`config.mk`:
```
export PLATFORM = sky130hd
export DESIGN_NAME = midi_voice_alloc_flat
export DESIGN_NICKNAME = d
export VERILOG_FILES = /design/src/rtl/midi_voice_alloc_if.sv /design/src/rtl/midi_voice_alloc.sv /design/src/flat_wrapper.sv
export SDC_FILE = /design/constraint.sdc
export NUM_CORES = 1
export LEC_CHECK = 0
export ABC_AREA = 1
export BUFFER_PORTS_ARGS = -buffer_cell sky130_fd_sc_hd__buf_2
export CAP_MARGIN = 20
export CORE_MARGIN = 5
export CORE_UTILIZATION = 38
export CTS_CLUSTER_DIAMETER = 60
export CTS_CLUSTER_SIZE = 28
export DETAILED_ROUTE_END_ITERATION = 10
export PLACE_DENSITY = 0.59
export SETUP_SLACK_MARGIN = 0.15
export SLEW_MARGIN = 25
export SYNTH_ARGS = -nofsm -noshare
export SYNTH_HDL_FRONTEND = slang
export SYNTH_SLANG_ARGS = --single-unit
```
`constraint.sdc`:
```
create_clock -name clk32 -period 4.07 [get_ports clk32]
set_input_delay 0.814 -clock clk32 [delete_from_list [all_inputs] [get_ports clk32]]
set_output_delay 0.814 -clock clk32 [all_outputs]
set_load 0.1 [all_outputs]
```
`src/rtl/midi_voice_alloc_if.sv`:
```
// rtl/midi_voice_alloc_if.sv - note-event inputs and per-voice output buses of the voice allocator
interface midi_voice_alloc_if #(
  parameter int NUM_VOICES = 4
);
  logic                    note_pressed;
  logic                    note_released;
  logic [6:0]              note;
  logic [6:0]              velocity;
  logic [3:0]              channel;
  logic                    all_off;
  logic [NUM_VOICES-1:0]   voice_gate;
  logic [7*NUM_VOICES-1:0] voice_note;
  logic [7*NUM_VOICES-1:0] voice_velocity;
  logic [NUM_VOICES-1:0]   voice_trig;
  logic                    voice_steal;
  logic [4:0]              active_count;

  modport master (
    output note_pressed, note_released, note, velocity, channel, all_off,
    input  voice_gate, voice_note, voice_velocity, voice_trig, voice_steal, active_count
  );

  modport slave (
    input  note_pressed, note_released, note, velocity, channel, all_off,
    output voice_gate, voice_note, voice_velocity, voice_trig, voice_steal, active_count
  );
endinterface

```
`src/rtl/midi_voice_alloc.sv`:
```
// rtl/midi_voice_alloc.sv - polyphonic voice allocator with retrigger, free-slot search and oldest-voice stealing
module midi_voice_alloc #(
  parameter int NUM_VOICES = 4,
  parameter int AGE_W      = 4
) (
  input  logic             clk32,
  input  logic             rst,
  midi_voice_alloc_if.slave bus
);
  localparam int IDX_W = (NUM_VOICES > 1) ? $clog2(NUM_VOICES) : 1;
  localparam logic [AGE_W-1:0] AGE_MAX = {AGE_W{1'b1}};

  logic [NUM_VOICES-1:0] r_gate;
  logic [6:0]            r_note  [NUM_VOICES];
  logic [6:0]            r_vel   [NUM_VOICES];
  logic [3:0]            r_chan  [NUM_VOICES];
  logic [AGE_W-1:0]      r_age   [NUM_VOICES];
  logic [NUM_VOICES-1:0] r_trig;
  logic                  r_steal;
  logic [4:0]            r_count;

  logic                  w_press_on;
  logic                  w_release;
  logic [NUM_VOICES-1:0] w_match;
  logic                  w_hit_found;
  logic [IDX_W-1:0]      w_hit_idx;
  logic                  w_free_found;
  logic [IDX_W-1:0]      w_free_idx;
  logic [IDX_W-1:0]      w_old_idx;
  logic [AGE_W-1:0]      w_old_age;
  logic [IDX_W-1:0]      w_alloc_idx;

  logic [NUM_VOICES-1:0] w_gate_nx;
  logic [6:0]            w_note_nx [NUM_VOICES];
  logic [6:0]            w_vel_nx  [NUM_VOICES];
  logic [3:0]            w_chan_nx [NUM_VOICES];
  logic [AGE_W-1:0]      w_age_nx  [NUM_VOICES];
  logic [NUM_VOICES-1:0] w_trig_nx;
  logic                  w_steal_nx;
  logic [4:0]            w_count_nx;

  // A velocity-0 note-on is a note-off; priority between event kinds is resolved below.
  assign w_press_on = bus.note_pressed && (bus.velocity != 7'd0);
  assign w_release  = (bus.note_pressed && (bus.velocity == 7'd0)) || bus.note_released;

  always_comb begin
    w_match = '0;
    for (int i = 0; i < NUM_VOICES; i++) begin
      w_match[i] = r_gate[i] && (r_note[i] == bus.note) && (r_chan[i] == bus.channel);
    end
  end

  // Scanning downward lets the lowest matching index win.
  always_comb begin
    w_hit_found  = 1'b0;
    w_hit_idx    = '0;
    w_free_found = 1'b0;
    w_free_idx   = '0;
    for (int i = NUM_VOICES - 1; i >= 0; i--) begin
      if (w_match[i]) begin
        w_hit_found = 1'b1;
        w_hit_idx   = IDX_W'(i);
      end
      if (!r_gate[i]) begin
        w_free_found = 1'b1;
        w_free_idx   = IDX_W'(i);
      end
    end
  end

  // Strict greater-than keeps the lowest index on age ties.
  always_comb begin
    w_old_idx = '0;
    w_old_age = r_age[0];
    for (int i = 1; i < NUM_VOICES; i++) begin
      if (r_age[i] > w_old_age) begin
        w_old_idx = IDX_W'(i);
        w_old_age = r_age[i];
      end
    end
  end

  always_comb begin
    w_gate_nx   = r_gate;
    w_trig_nx   = '0;
    w_steal_nx  = 1'b0;
    w_alloc_idx = w_free_found ? w_free_idx : w_old_idx;
    for (int i = 0; i < NUM_VOICES; i++) begin
      w_note_nx[i] = r_note[i];
      w_vel_nx[i]  = r_vel[i];
      w_chan_nx[i] = r_chan[i];
      w_age_nx[i]  = r_age[i];
    end

    if (bus.all_off) begin
      w_gate_nx = '0;
    end else if (w_press_on) begin
      if (w_hit_found) begin
        w_vel_nx[w_hit_idx]  = bus.velocity;
        w_age_nx[w_hit_idx]  = '0;
        w_trig_nx[w_hit_idx] = 1'b1;
      end else begin
        for (int i = 0; i < NUM_VOICES; i++) begin
          if (r_gate[i] && (IDX_W'(i) != w_alloc_idx) && (r_age[i] != AGE_MAX)) begin
            w_age_nx[i] = r_age[i] + 1'b1;
          end
        end
        w_note_nx[w_alloc_idx] = bus.note;
        w_vel_nx[w_alloc_idx]  = bus.velocity;
        w_chan_nx[w_alloc_idx] = bus.channel;
        w_age_nx[w_alloc_idx]  = '0;
        w_gate_nx[w_alloc_idx] = 1'b1;
        w_trig_nx[w_alloc_idx] = 1'b1;
        w_steal_nx             = !w_free_found;
      end
    end else if (w_release) begin
      w_gate_nx = r_gate & ~w_match;
    end

    w_count_nx = '0;
    for (int i = 0; i < NUM_VOICES; i++) begin
      w_count_nx = w_count_nx + 5'(w_gate_nx[i]);
    end
  end

  always_ff @(posedge clk32) begin
    if (rst) begin
      r_gate  <= '0;
      r_trig  <= '0;
      r_steal <= 1'b0;
      r_count <= '0;
      for (int i = 0; i < NUM_VOICES; i++) begin
        r_note[i] <= '0;
        r_vel[i]  <= '0;
        r_chan[i] <= '0;
        r_age[i]  <= '0;
      end
    end else begin
      r_gate  <= w_gate_nx;
      r_trig  <= w_trig_nx;
      r_steal <= w_steal_nx;
      r_count <= w_count_nx;
      for (int i = 0; i < NUM_VOICES; i++) begin
        r_note[i] <= w_note_nx[i];
        r_vel[i]  <= w_vel_nx[i];
        r_chan[i] <= w_chan_nx[i];
        r_age[i]  <= w_age_nx[i];
      end
    end
  end

  assign bus.voice_gate   = r_gate;
  assign bus.voice_trig   = r_trig;
  assign bus.voice_steal  = r_steal;
  assign bus.active_count = r_count;

  for (genvar g = 0; g < NUM_VOICES; g++) begin : g_pack
    assign bus.voice_note[7*g +: 7]     = r_note[g];
    assign bus.voice_velocity[7*g +: 7] = r_vel[g];
  end
endmodule

```
`src/flat_wrapper.sv`:
```
// flat-port wrapper written by rule: the top's interface ports become plain ports
module midi_voice_alloc_flat 
#(
  parameter int NUM_VOICES = 4,
  parameter int AGE_W      = 4
)
  (clk32, rst, bus_note_pressed, bus_note_released, bus_note, bus_velocity, bus_channel, bus_all_off, bus_voice_gate, bus_voice_note, bus_voice_velocity, bus_voice_trig, bus_voice_steal, bus_active_count);
  midi_voice_alloc_if #(.NUM_VOICES(NUM_VOICES)) bus_i ();
  input  logic clk32;
  input  logic rst;
  input wire logic [$bits(bus_i.note_pressed)-1:0] bus_note_pressed;
  input wire logic [$bits(bus_i.note_released)-1:0] bus_note_released;
  input wire logic [$bits(bus_i.note)-1:0] bus_note;
  input wire logic [$bits(bus_i.velocity)-1:0] bus_velocity;
  input wire logic [$bits(bus_i.channel)-1:0] bus_channel;
  input wire logic [$bits(bus_i.all_off)-1:0] bus_all_off;
  output wire logic [$bits(bus_i.voice_gate)-1:0] bus_voice_gate;
  output wire logic [$bits(bus_i.voice_note)-1:0] bus_voice_note;
  output wire logic [$bits(bus_i.voice_velocity)-1:0] bus_voice_velocity;
  output wire logic [$bits(bus_i.voice_trig)-1:0] bus_voice_trig;
  output wire logic [$bits(bus_i.voice_steal)-1:0] bus_voice_steal;
  output wire logic [$bits(bus_i.active_count)-1:0] bus_active_count;
  assign bus_i.note_pressed = bus_note_pressed;
  assign bus_i.note_released = bus_note_released;
  assign bus_i.note = bus_note;
  assign bus_i.velocity = bus_velocity;
  assign bus_i.channel = bus_channel;
  assign bus_i.all_off = bus_all_off;
  assign bus_voice_gate = bus_i.voice_gate;
  assign bus_voice_note = bus_i.voice_note;
  assign bus_voice_velocity = bus_i.voice_velocity;
  assign bus_voice_trig = bus_i.voice_trig;
  assign bus_voice_steal = bus_i.voice_steal;
  assign bus_active_count = bus_i.active_count;
  midi_voice_alloc #(.NUM_VOICES(NUM_VOICES), .AGE_W(AGE_W)) u_core (.clk32(clk32), .rst(rst), .bus(bus_i));
endmodule
```
==> flow_metrics.tcl <==
set metrics [dict create \
    nNetsFinal 1117 \
    slew_viol_final 0 \
    antenna_cells 0 \
    clock_tree.buffer_depth 2 \
    fin_crit_sh_pct 103 \
    overflow 0 \
    crit_path_end_kind "flip-flop" \
    io_pins 93 \
    arrival_ns 4.43 \
    grt_pass1_vias 5477 \
    fill_cells 1670 \
    outcome "finished with violations" \
    pre_cts_ws_ns -0.162 \
    wire_per_inst_um 14.7 \
    hold_path_class "reg -> reg" \
    fp.coreArea_um2 15800 \
    p_leak_uw 0.00365 \
    vias 6260 \
    synth_edf_count 0 \
    drt-total-wl_um 19000 \
    yosysTopAreaCellShare_pct 32.7 \
    initial_core_util_pct 38.7 \
    cp_slowest_cell "fa_2" \
    cts_buffers 9 \
    drive_above_1_share_pct 25.7 \
    grt_max_degree 86 \
    relSlewSlack_pct 39.7 \
    hold_buffers 0 \
    drv_cap 0 \
    die_y_um 137 \
    clockRootBuffer "clkbuf_16" \
    grt_usage_pct 19.3 \
    ant_nets 0 \
    antenna_found_initial 0 \
    cp_max_fo 5 \
    rows 46 \
    yosysTopAreaCell "dfxtp_1" \
    cp_slowest_stage_delay_ns 0.37 \
    hold_viol 0 \
    fp.dieArea_um2 18800 \
    seq_area_frac_synth_pct 32.7 \
    timing.final.crit_period_ns 4.19 \
    final.setup.worst_slack_ns -0.118 \
    synth_area_per_cell_um2 6.45 \
    netlist_top_cells_count "nand2_1 (284), nor2_1 (173), dfxtp_1 (100)" \
    synth-seq-cells 100 \
    dr.pass1.iters 5 \
    setup_viol_count_final 3 \
    dp.cells 1259 \
    clock_latency_ns 0.35 \
    startpoint_type "flip-flop" \
    powerDensity_nw_per_um2 307 \
    ir_worst_vdd_mv 0.243 \
    route.detailed.drc 0 \
    ys_warn_count 0 \
    ys_types 47 \
    drt-vias-per-instance 4.83 \
    cts.sinks 100 \
    yosysMostFrequentCell "nand2_1" \
    grt_first_pass_wirelength_um 28500 \
    die_x_um 137 \
    max_freq_mhz 239 \
    rsz0062_at_grt "yes" \
    cts_max_level 3 \
    synth_area_um2 6130 \
    syn_to_final_growth_pct 26.6 \
    clk_pin_slew_ns 0.07 \
    cts_tree "done" \
    synth_area_leaders "dfxtp_1 (33%), nand2_1 (17%), nor2_1 (11%), inv_1 (5.8%), nand3_1 (4.5%)" \
    worst-setup-path-type "reg -> reg" \
    finClkSkew_ns 0.0107 \
    gp_congestion 0.891 \
    port_buffers 90 \
    initialDrtViolationCount 379 \
    final_cell_count_no_fill 1296 \
    async_flop_share_pct 0 \
    syn_inst 950 \
    worst_slew_pin_slew_ns 0.905 \
    cp.required_ns 4.31 \
    ys.flop_type "dfxtp_1" \
    violations "setup timing" \
    place.detailed.hpwl_um 13100 \
]
-- logic make-up after synthesis --
family	Yosys count	synth area share, %
XOR/XNOR	13	1.86
buffers and inverters	145	10.9
adder cells (fa/ha/maj)	19	4.00
flip-flops	100	32.7
multiplexers	2	0.327
AO/OA/AOI/OAI	94	9.02
AND/OR/NAND/NOR	576	41.2
other	1	0.0612
-- final timing paths --
path	startpoint	end	slack, ns	cells after the start
worst max-delay path	u_core.r_age[0][3]	u_core.bus.active_count[1]	-0.12	30
worst min-delay path	u_core.r_vel[1][4]	u_core.r_vel[1][4]	0.47	2
worst max register to register	u_core.r_age[0][3]	u_core.bus.active_count[1]	-0.12	30
worst min register to register	u_core.r_vel[1][4]	u_core.r_vel[1][4]	0.47	2
-- through the flow --
stage | setup TNS, ns | instance area (µm²) | total power [µW] | utilization [%] | hold slack [ns]
final | -0.155 | 7760 | 2380 | 49.0 | 0.466
after global routing | -4.06 | 7760 | 2490 | 49.0 | 0.507
after CTS | 0 | 7450 | 2370 | 47.1 | 0.486
after detailed placement | -0.305 | 6980 | 1500 | 44.1 | 0.469
after global placement | -0.185 | 6980 | 1500 | 44.1 | 0.464
after floorplan | -0.00437 | 6210 | 1390 | - | 0.454
-- area by class of cell --
type                            count  area (µm²)  share of cell area [%]
Clock buffer                       12         246                    3.18
Clock inverter                      4        31.3                   0.403
Inverter                          113         442                    5.69
Multi-Input combinational cell    710        3820                    49.2
Sequential cell                   100        2010                    25.8
Tap cell                          216         270                    3.48
Timing Repair Buffer              140         942                    12.1
Timing Repair inverter              1        5.00                  0.0645
-- critical path: cells and delay by family (launching register included) --
| kind | cells | cell delay (ns) |
|---|---|---|
| adders and majority gates | 6 | 1.72 |
| DFF | 1 | 0.33 |
| AOI/OAI and AO/OA | 5 | 0.65 |
| and+or+nand+nor | 14 | 1.08 |
| buffers and inverters | 5 | 0.29 |
-- registers in the layout, indices dropped and copies added, names as in the netlist --
| register | cells |
|---|---|
| u_core.bus.voice_gate | 4 |
| u_core.bus.active_count | 3 |
| u_core.r_note | 28 |
| u_core.r_vel | 28 |
| u_core.bus.voice_steal | 1 |
| u_core.bus.voice_trig | 4 |
| u_core.r_age | 16 |
| u_core.r_chan | 16 |
-- power by group --
group | internal [µW] | switching, µW | leakage (µW)
Sequential | 1000 | 18.8 | 0.000812
Combinational | 155 | 374 | 0.00270
Clock | 437 | 395 | 0.000138
Total | 1590 | 788 | 0.00365
-- cell usage in the layout (no fill, tap or decap), types with 23 or more instances in the layout --
| cell type | n |
|---|---|
| nand3_1 | 49 |
| buf_4 | 39 |
| buf_2 | 90 |
| dfxtp_1 | 97 |
| nand2_1 | 265 |
| a21oi_1 | 23 |
| nand4_1 | 24 |
| inv_1 | 86 |
| nor2_1 | 170 |
| o21ai_0 | 32 |
-- routing by layer --
| layer | up-vias | GRT usage (%) | part of all wire (%) |
|---|---|---|---|
| li1 | 3243 | - | - |
| met1 | 2847 | 25.9 | 45 |
| met2 | 155 | 32.2 | 48 |
| met3 | 15 | 4.04 | 5.2 |
| met4 | 0 | 3.94 | 1.3 |
| met5 | - | 0 | 0 |
-- what timing repair did --
action | CTS | global route
gates resized for setup | 31 | 42
setup endpoints to repair | 3 | 81
cloned | 2 | 6
pin swaps | 13 | 31
buffers inserted | 7 | 6
(Power assumes the default switching activity.)
